[src/rtl/temp_display_scanner_pkg.sv]
// temp_disp_pkg: shared constants, FSM states and helpers for the temperature display scanner
package temp_disp_pkg;
   localparam logic [19:0] SCALE_K     = 20'hBFB04;
   localparam logic [8:0]  TEMP_OFFSET = 9'd100;
   localparam logic [6:0]  SEG_BLANK   = 7'b1111111;
   localparam logic [6:0]  SEG_0       = 7'b1000000;
   localparam logic [6:0]  SEG_1       = 7'b1111001;
   localparam logic [6:0]  SEG_2       = 7'b0100100;
   localparam logic [6:0]  SEG_3       = 7'b0110000;
   localparam logic [6:0]  SEG_4       = 7'b0011001;
   localparam logic [6:0]  SEG_5       = 7'b0010010;
   localparam logic [6:0]  SEG_6       = 7'b0000010;
   localparam logic [6:0]  SEG_7       = 7'b1111000;
   localparam logic [6:0]  SEG_8       = 7'b0000000;
   localparam logic [6:0]  SEG_9       = 7'b0010000;

   typedef enum logic [1:0] {IDLE, CONV, LOAD} state_t;

   function automatic logic [8:0] scale_temp(input logic [7:0] d);
      return 9'((28'(d) * 28'(SCALE_K)) >> 20) + TEMP_OFFSET;
   endfunction

   function automatic logic [6:0] seg_enc(input logic [3:0] n);
      case (n)
         4'd0: return SEG_0;
         4'd1: return SEG_1;
         4'd2: return SEG_2;
         4'd3: return SEG_3;
         4'd4: return SEG_4;
         4'd5: return SEG_5;
         4'd6: return SEG_6;
         4'd7: return SEG_7;
         4'd8: return SEG_8;
         4'd9: return SEG_9;
         default: return SEG_BLANK;
      endcase
   endfunction

   // one double-dabble iteration on {bcd[11:0], bin[8:0]}
   function automatic logic [20:0] dd_step(input logic [20:0] s);
      logic [20:0] t;
      t = s;
      for (int i = 0; i < 3; i++)
         if (t[9 + 4*i +: 4] > 4'd4) t[9 + 4*i +: 4] = t[9 + 4*i +: 4] + 4'd3;
      return t << 1;
   endfunction
endpackage

[src/rtl/temp_display_scanner_if.sv]
// temp_display_scanner_if: valid/ready sample handshake from the capture stage
interface temp_display_scanner_if;
   logic       sample_valid;
   logic [7:0] sample_data;
   logic       sample_ready;
   modport master (output sample_valid, sample_data, input sample_ready);
   modport slave (input sample_valid, sample_data, output sample_ready);
endinterface

[src/rtl/temp_display_scanner_bin2bcd.sv]
// bin2bcd_seq: 9-bit binary to 3-digit BCD, one shift-and-add-3 step per cycle
module bin2bcd_seq
   import temp_disp_pkg::*;
(
   input  logic        clk,
   input  logic        rst,
   input  logic        start,
   input  logic [8:0]  bin,
   output logic [11:0] bcd,
   output logic        done
);
   logic [20:0] sr;
   logic [3:0]  cnt;

   // the start cycle performs the first of the nine iterations
   always_ff @(posedge clk) begin
      if (rst) begin
         sr  <= '0;
         cnt <= '0;
      end else if (start) begin
         sr  <= dd_step({12'd0, bin});
         cnt <= 4'd8;
      end else if (cnt != 4'd0) begin
         sr  <= dd_step(sr);
         cnt <= cnt - 4'd1;
      end
   end

   assign bcd  = sr[20:9];
   assign done = (cnt == 4'd1) && !start;
endmodule

[src/rtl/temp_display_scanner.sv]
// temp_display_scanner: scales raw samples to temperature, converts to BCD and
// time-multiplexes three digits onto a shared active-low 7-segment bus
module temp_display_scanner
   import temp_disp_pkg::*;
#(
   parameter int unsigned SCAN_DIV = 50000
) (
   input  logic                   clk,
   input  logic                   rst,
   temp_display_scanner_if.slave  s,
   output logic [6:0]             seg,
   output logic [2:0]             an,
   output logic                   disp_update
);
   localparam logic [19:0] LAST = 20'(SCAN_DIV - 1);

   state_t      state;
   logic        ready, start, done, shown, load, sh_nx, wrap;
   logic [8:0]  temp;
   logic [11:0] bcd, digits, d_nx;
   logic [19:0] cnt;
   logic [1:0]  idx, idx_nx;
   logic [3:0]  nib;

   assign s.sample_ready = ready;

   bin2bcd_seq u_bcd (
      .clk   (clk),
      .rst   (rst),
      .start (start),
      .bin   (temp),
      .bcd   (bcd),
      .done  (done)
   );

   always_ff @(posedge clk) begin
      if (rst) begin
         state       <= IDLE;
         ready       <= 1'b1;
         start       <= 1'b0;
         temp        <= '0;
         digits      <= '0;
         shown       <= 1'b0;
         disp_update <= 1'b0;
      end else begin
         start       <= 1'b0;
         disp_update <= 1'b0;
         case (state)
            IDLE: if (s.sample_valid) begin
               temp  <= scale_temp(s.sample_data);
               start <= 1'b1;
               ready <= 1'b0;
               state <= CONV;
            end
            CONV: if (done) state <= LOAD;
            LOAD: begin
               digits      <= bcd;
               shown       <= 1'b1;
               disp_update <= 1'b1;
               ready       <= 1'b1;
               state       <= IDLE;
            end
            default: state <= IDLE;
         endcase
      end
   end

   // outputs are built from next-cycle digit/index so seg and an switch on the same edge
   always_comb begin
      load   = state == LOAD;
      d_nx   = load ? bcd : digits;
      sh_nx  = load | shown;
      wrap   = cnt == LAST;
      idx_nx = wrap ? (idx == 2'd2 ? 2'd0 : idx + 2'd1) : idx;
      nib    = idx_nx == 2'd0 ? d_nx[3:0] : idx_nx == 2'd1 ? d_nx[7:4] : d_nx[11:8];
   end

   always_ff @(posedge clk) begin
      if (rst) begin
         cnt <= '0;
         idx <= '0;
         seg <= SEG_BLANK;
         an  <= 3'b110;
      end else begin
         cnt <= wrap ? '0 : cnt + 20'd1;
         idx <= idx_nx;
         seg <= sh_nx ? seg_enc(nib) : SEG_BLANK;
         an  <= ~(3'b001 << idx_nx);
      end
   end
endmodule

[src/flat_wrapper.sv]
// flat-port wrapper written by rule: the top's interface ports become plain ports
module temp_display_scanner_flat import temp_disp_pkg::*;
#(
   parameter int unsigned SCAN_DIV = 50000
)
  (clk, rst, seg, an, disp_update, s_sample_valid, s_sample_data, s_sample_ready);
  temp_display_scanner_if s_i ();
  input  logic clk;
  input  logic rst;
  output logic [6:0] seg;
  output logic [2:0] an;
  output logic disp_update;
  input wire logic [$bits(s_i.sample_valid)-1:0] s_sample_valid;
  input wire logic [$bits(s_i.sample_data)-1:0] s_sample_data;
  output wire logic [$bits(s_i.sample_ready)-1:0] s_sample_ready;
  assign s_i.sample_valid = s_sample_valid;
  assign s_i.sample_data = s_sample_data;
  assign s_sample_ready = s_i.sample_ready;
  temp_display_scanner #(.SCAN_DIV(SCAN_DIV)) u_core (.clk(clk), .rst(rst), .s(s_i), .seg(seg), .an(an), .disp_update(disp_update));
endmodule
[config.mk]
export PLATFORM = sky130hd
export DESIGN_NAME = temp_display_scanner_flat
export DESIGN_NICKNAME = d
export VERILOG_FILES = /design/src/rtl/temp_display_scanner_pkg.sv /design/src/rtl/temp_display_scanner_if.sv /design/src/rtl/temp_display_scanner_bin2bcd.sv /design/src/rtl/temp_display_scanner.sv /design/src/flat_wrapper.sv
export SDC_FILE = /design/constraint.sdc
export NUM_CORES = 1
export LEC_CHECK = 0
export CAP_MARGIN = 0
export CORE_MARGIN = 2
export CORE_UTILIZATION = 54
export CTS_CLUSTER_SIZE = 20
export DETAILED_ROUTE_END_ITERATION = 6
export GPL_ROUTABILITY_DRIVEN = 0
export GPL_TIMING_DRIVEN = 0
export PLACE_DENSITY = 0.75
export SLEW_MARGIN = 5
export SYNTH_ARGS = -nofsm -noshare
export SYNTH_HDL_FRONTEND = slang
export SYNTH_SLANG_ARGS = --single-unit
[constraint.sdc]
create_clock -name clk -period 6.11 [get_ports clk]
set_input_delay 1.222 -clock clk [delete_from_list [all_inputs] [get_ports clk]]
set_output_delay 1.222 -clock clk [all_outputs]
set_load 0.1 [all_outputs]
==> out/results.ini <==
[run_status]
outcome = finished, final reports clean

[worst_hold_path]
hold_class = register to register

[synthesis]
ys_seq_area_share_pct = 28.6
syn-num-nets = 770
number_of_synthesized_register_bits = 83
synth.top_cells.by_area = dfxtp_1, ha_1, fa_1
syn_avg_cell_area_sq_um = 8.75
syn_inst = 665
post-synth-top-area-cell = dfxtp_1
async_reset_ff_share_pct = 0
synth_largest_type_area_fraction_pct = 28.6
yosys_warnings = 0
synth_edf_count = 0
synth.lib_cells_used.distinct = 56
yosys_most_used_dff = dfxtp_1
syn-cell-area_sq_um = 5820

[route]
route.vias.total = 4404
avgRoutedWirePerCell_um = 13.3
drt.antenna.violating_nets = 0
wirelength_um = 11300
dr.first_iter.drc_count = 169
vias_per_cell = 5.20
detail_route.drc_violations = 0
drt_pass1_iterations = 4

[floorplanning]
row_count = 37
ios = 23
die-width_um = 108
initial_core_util_pct = 56.1
placeableCoreArea_sq_um = 10400
design.die.area_sq_um = 11600
dieHeight_um = 108

[timing]
final_max_slew_viol_count = 0
worst_clock_skew_ns = 0.0151
post-route-worst-setup-slack_ns = 0.246
minimum_period_implied_by_the_final_worst_setup_slack_ns = 5.86
hold_viol = 0
clock.fmax_mhz = 171
timing_worst_slew_pin_value_ns = 1.00
portion_of_the_clock_cycle_consumed_by_the_worst_path_in_the_final_layout_pct = 96.0
slew_headroom_pct = 33.0
setup_viol = 0

[clock_tree]
post_cts_hold_buffer_count = 0
tritoncts_num_sinks = 83
cts_max_path_buffers = 2
skew_pair_late_insertion_delay_ns = 0.35
root_buffer = clkbuf_8
clk_pin_slew_worst_paths_ns = 0.08
cts.htree.levels = 3
clock_tree_from_tritoncts = built
number_of_cts_inserted_buffers = 9

[global_routing]
globalRouteTotalUtil_pct = 20.4
grt_antenna_before_repair = 0
grt.met1_usage_pct = 26.0
globalRouteMet3Util_pct = 3.63
overflow = 0
grt_first_pass_wirelength_um = 19200
use_met2_pct = 36.0
grt_most_used_layer = met2
number_of_global_route_vias_before_repair = 4304
maximum_number_of_pins_on_one_net_before_global_route_repair = 16

[worst_setup_path]
crit_path_cell_trace = clkdlybuf4s15_1 > inv_2 > fa_2 > inv_2 > fa_1 > inv_1 > fa_1 > fa_1 > inv_1 > ha_1 > nand3_1 > o21ai_2 > a2111oi_2 > nor3_1 > xor2_1 > ha_2 > nand2_1 > mux2i_2 > mux2i_1 > a21oi_1 > nand3b_1
path_common_cell = fa_1
critPathLaunchType = input pin
worst_ep_required_time_ns = 6.34
timing.critical_path.to_type = register
path_max_fanout = 4
cp_data_arrival_time_ns = 6.09
critPathKind = input pin to register
worst_path_max_delay_cell = fa_2
max_stage_delay_ns = 0.60

[finish]
design_area_sq_um = 6520
fill_cells = 877
nets = 811
post_route_cells_drive_above_1_share_pct = 9.14
post-route-util_pct = 62.9
multi_input_comb_area_sq_um = 3750
regArea_sq_um = 1660
area_growth_from_synthesis_to_layout_pct = 12.2
antenna_cells = 0

[placement]
dpl-instance-area_sq_um = 6210
portBuffers = 22
place_hpwl_um = 8920
placement.setup.worst_slack_ns = -1.00

[pwr]
worst_ir_drop_vdd_mv = 0.249
cellLeakagePower_nw = 2.83
power-per-cell-area_nw_per_um2 = 398

[run]
max_cap_violations = 0

[cell usage in the layout (no fill, tap or decap), drive strengths merged, types with 6 or more instances in the layout]
master | Yosys | routed
nor3 | 12 | 12
fa | 35 | 35
or3 | 7 | 7
nand2b | 7 | 7
clkbuf | 18 | 30
buf | 4 | 15
nand3 | 16 | 16
xnor2 | 16 | 16
a21oi | 58 | 58
nand2 | 62 | 62
clkdlybuf4s50 | 0 | 14
a21o | 6 | 6
nor2 | 69 | 69
dfxtp | 83 | 83
a211oi | 6 | 6
mux2i | 27 | 27
ha | 59 | 59
xor2 | 16 | 16
o21ai | 22 | 22
inv | 90 | 92
[power breakdown]
group | switching, W | leakage [nW] | internal, W
sequential | 0.0000357 | 0.673 | 0.000595
clock | 0.000205 | 0.0935 | 0.000193
combinational | 0.000883 | 2.07 | 0.000687
total | 0.00112 | 2.83 | 0.00147
[Yosys cell counts, types with 4 or more instances]
master / instances
inv_1: 90
dfxtp_1: 83
nor2_1: 68
nand2_1: 62
ha_1: 59
a21oi_1: 58
fa_1: 35
mux2i_1: 24
xnor2_1: 16
xor2_1: 16
nand3_1: 15
clkbuf_1: 14
o21ai_0: 14
nor3_1: 12
o21ai_1: 8
a211oi_1: 6
a21o_1: 6
nand2b_1: 6
or3_1: 6
clkbuf_8: 4
nand3b_1: 4
nand4_1: 4
nor3b_1: 4
[worst paths after layout]
path                                  to  slack (ns)  cells after the start                 startpoint
max          u_core.temp[6]$_SDFFE_PP0P_        0.25                     21           s_sample_data[3]
min             u_core.cnt[0]$_SDFF_PP0_        0.45                      1   u_core.cnt[0]$_SDFF_PP0_
max reg2reg     u_core.seg[3]$_SDFF_PP1_        2.89                     11  u_core.cnt[10]$_SDFF_PP0_
min reg2reg     u_core.cnt[0]$_SDFF_PP0_        0.45                      1   u_core.cnt[0]$_SDFF_PP0_
[sequential cells by signal, indices dropped and copies added, names as in the netlist]
register               count
u_core.idx                 2
u_core.state               2
u_core.an                  3
u_core.start               1
u_core.digits             12
u_core.cnt                20
u_core.s.sample_ready      1
u_core.u_bcd.sr           20
u_core.u_bcd.cnt           4
u_core.shown               1
u_core.temp                9
u_core.seg                 7
u_core.disp_update         1
[timing repair]
action / in CTS / in global routing
setup endpoints to repair: 5 / 4
pin swaps: 5 / 11
buffers inserted: 5 / 3
resized for setup: 18 / 26
[critical path, delay by kind of cell]
kind / cells / cell delay (ns)
adders and majority gates: 6 / 2.65
and+or+nand+nor: 4 / 0.62
buffers and inverters: 5 / 0.51
muxes: 2 / 0.49
AOI/OAI and AO/OA: 3 / 0.38
xor gates and xnor gates: 1 / 0.23
[final cells by class]
class / count / area share [%]
buffer: 22 / 2.26
clock buffer: 10 / 1.96
clock inverter: 6 / 1.09
inverter: 90 / 5.18
multi-input combinational: 470 / 57.4
sequential: 83 / 25.5
tap: 136 / 2.61
timing repair buffer: 30 / 3.99
[cell families after synthesis]
kind of cell,synth area share [%]
adders and majority gates,24.7
muxes,5.96
AOI/OAI and AO/OA,10.9
and+or+nand+nor,16.7
xor gates and xnor gates,4.82
buffers and inverters,8.35
DFF,28.6
[metrics by stage]
step / hold WS [ns] / total power, W / setup TNS (ns) / cells
2_1_floorplan: 0.418 / 0.00168 / 0 / 665
3_3_place_gp: 0.430 / 0.00190 / -3.18 / 823
3_5_place_dp: 0.445 / 0.00196 / -3.83 / 823
4_1_cts: 0.459 / 0.00248 / 0 / 844
5_1_grt: 0.490 / 0.00284 / -0.0102 / 847
6_report: 0.451 / 0.00260 / 0 / 847
[routing by layer]
layer	routed length (um)	up-vias
met3	336	2
met1	5200	2070
met2	5680	58
met4	45	0
li1	-	2274
met5	0	-
No activity file was read; power rests on OpenSTA's default activity.
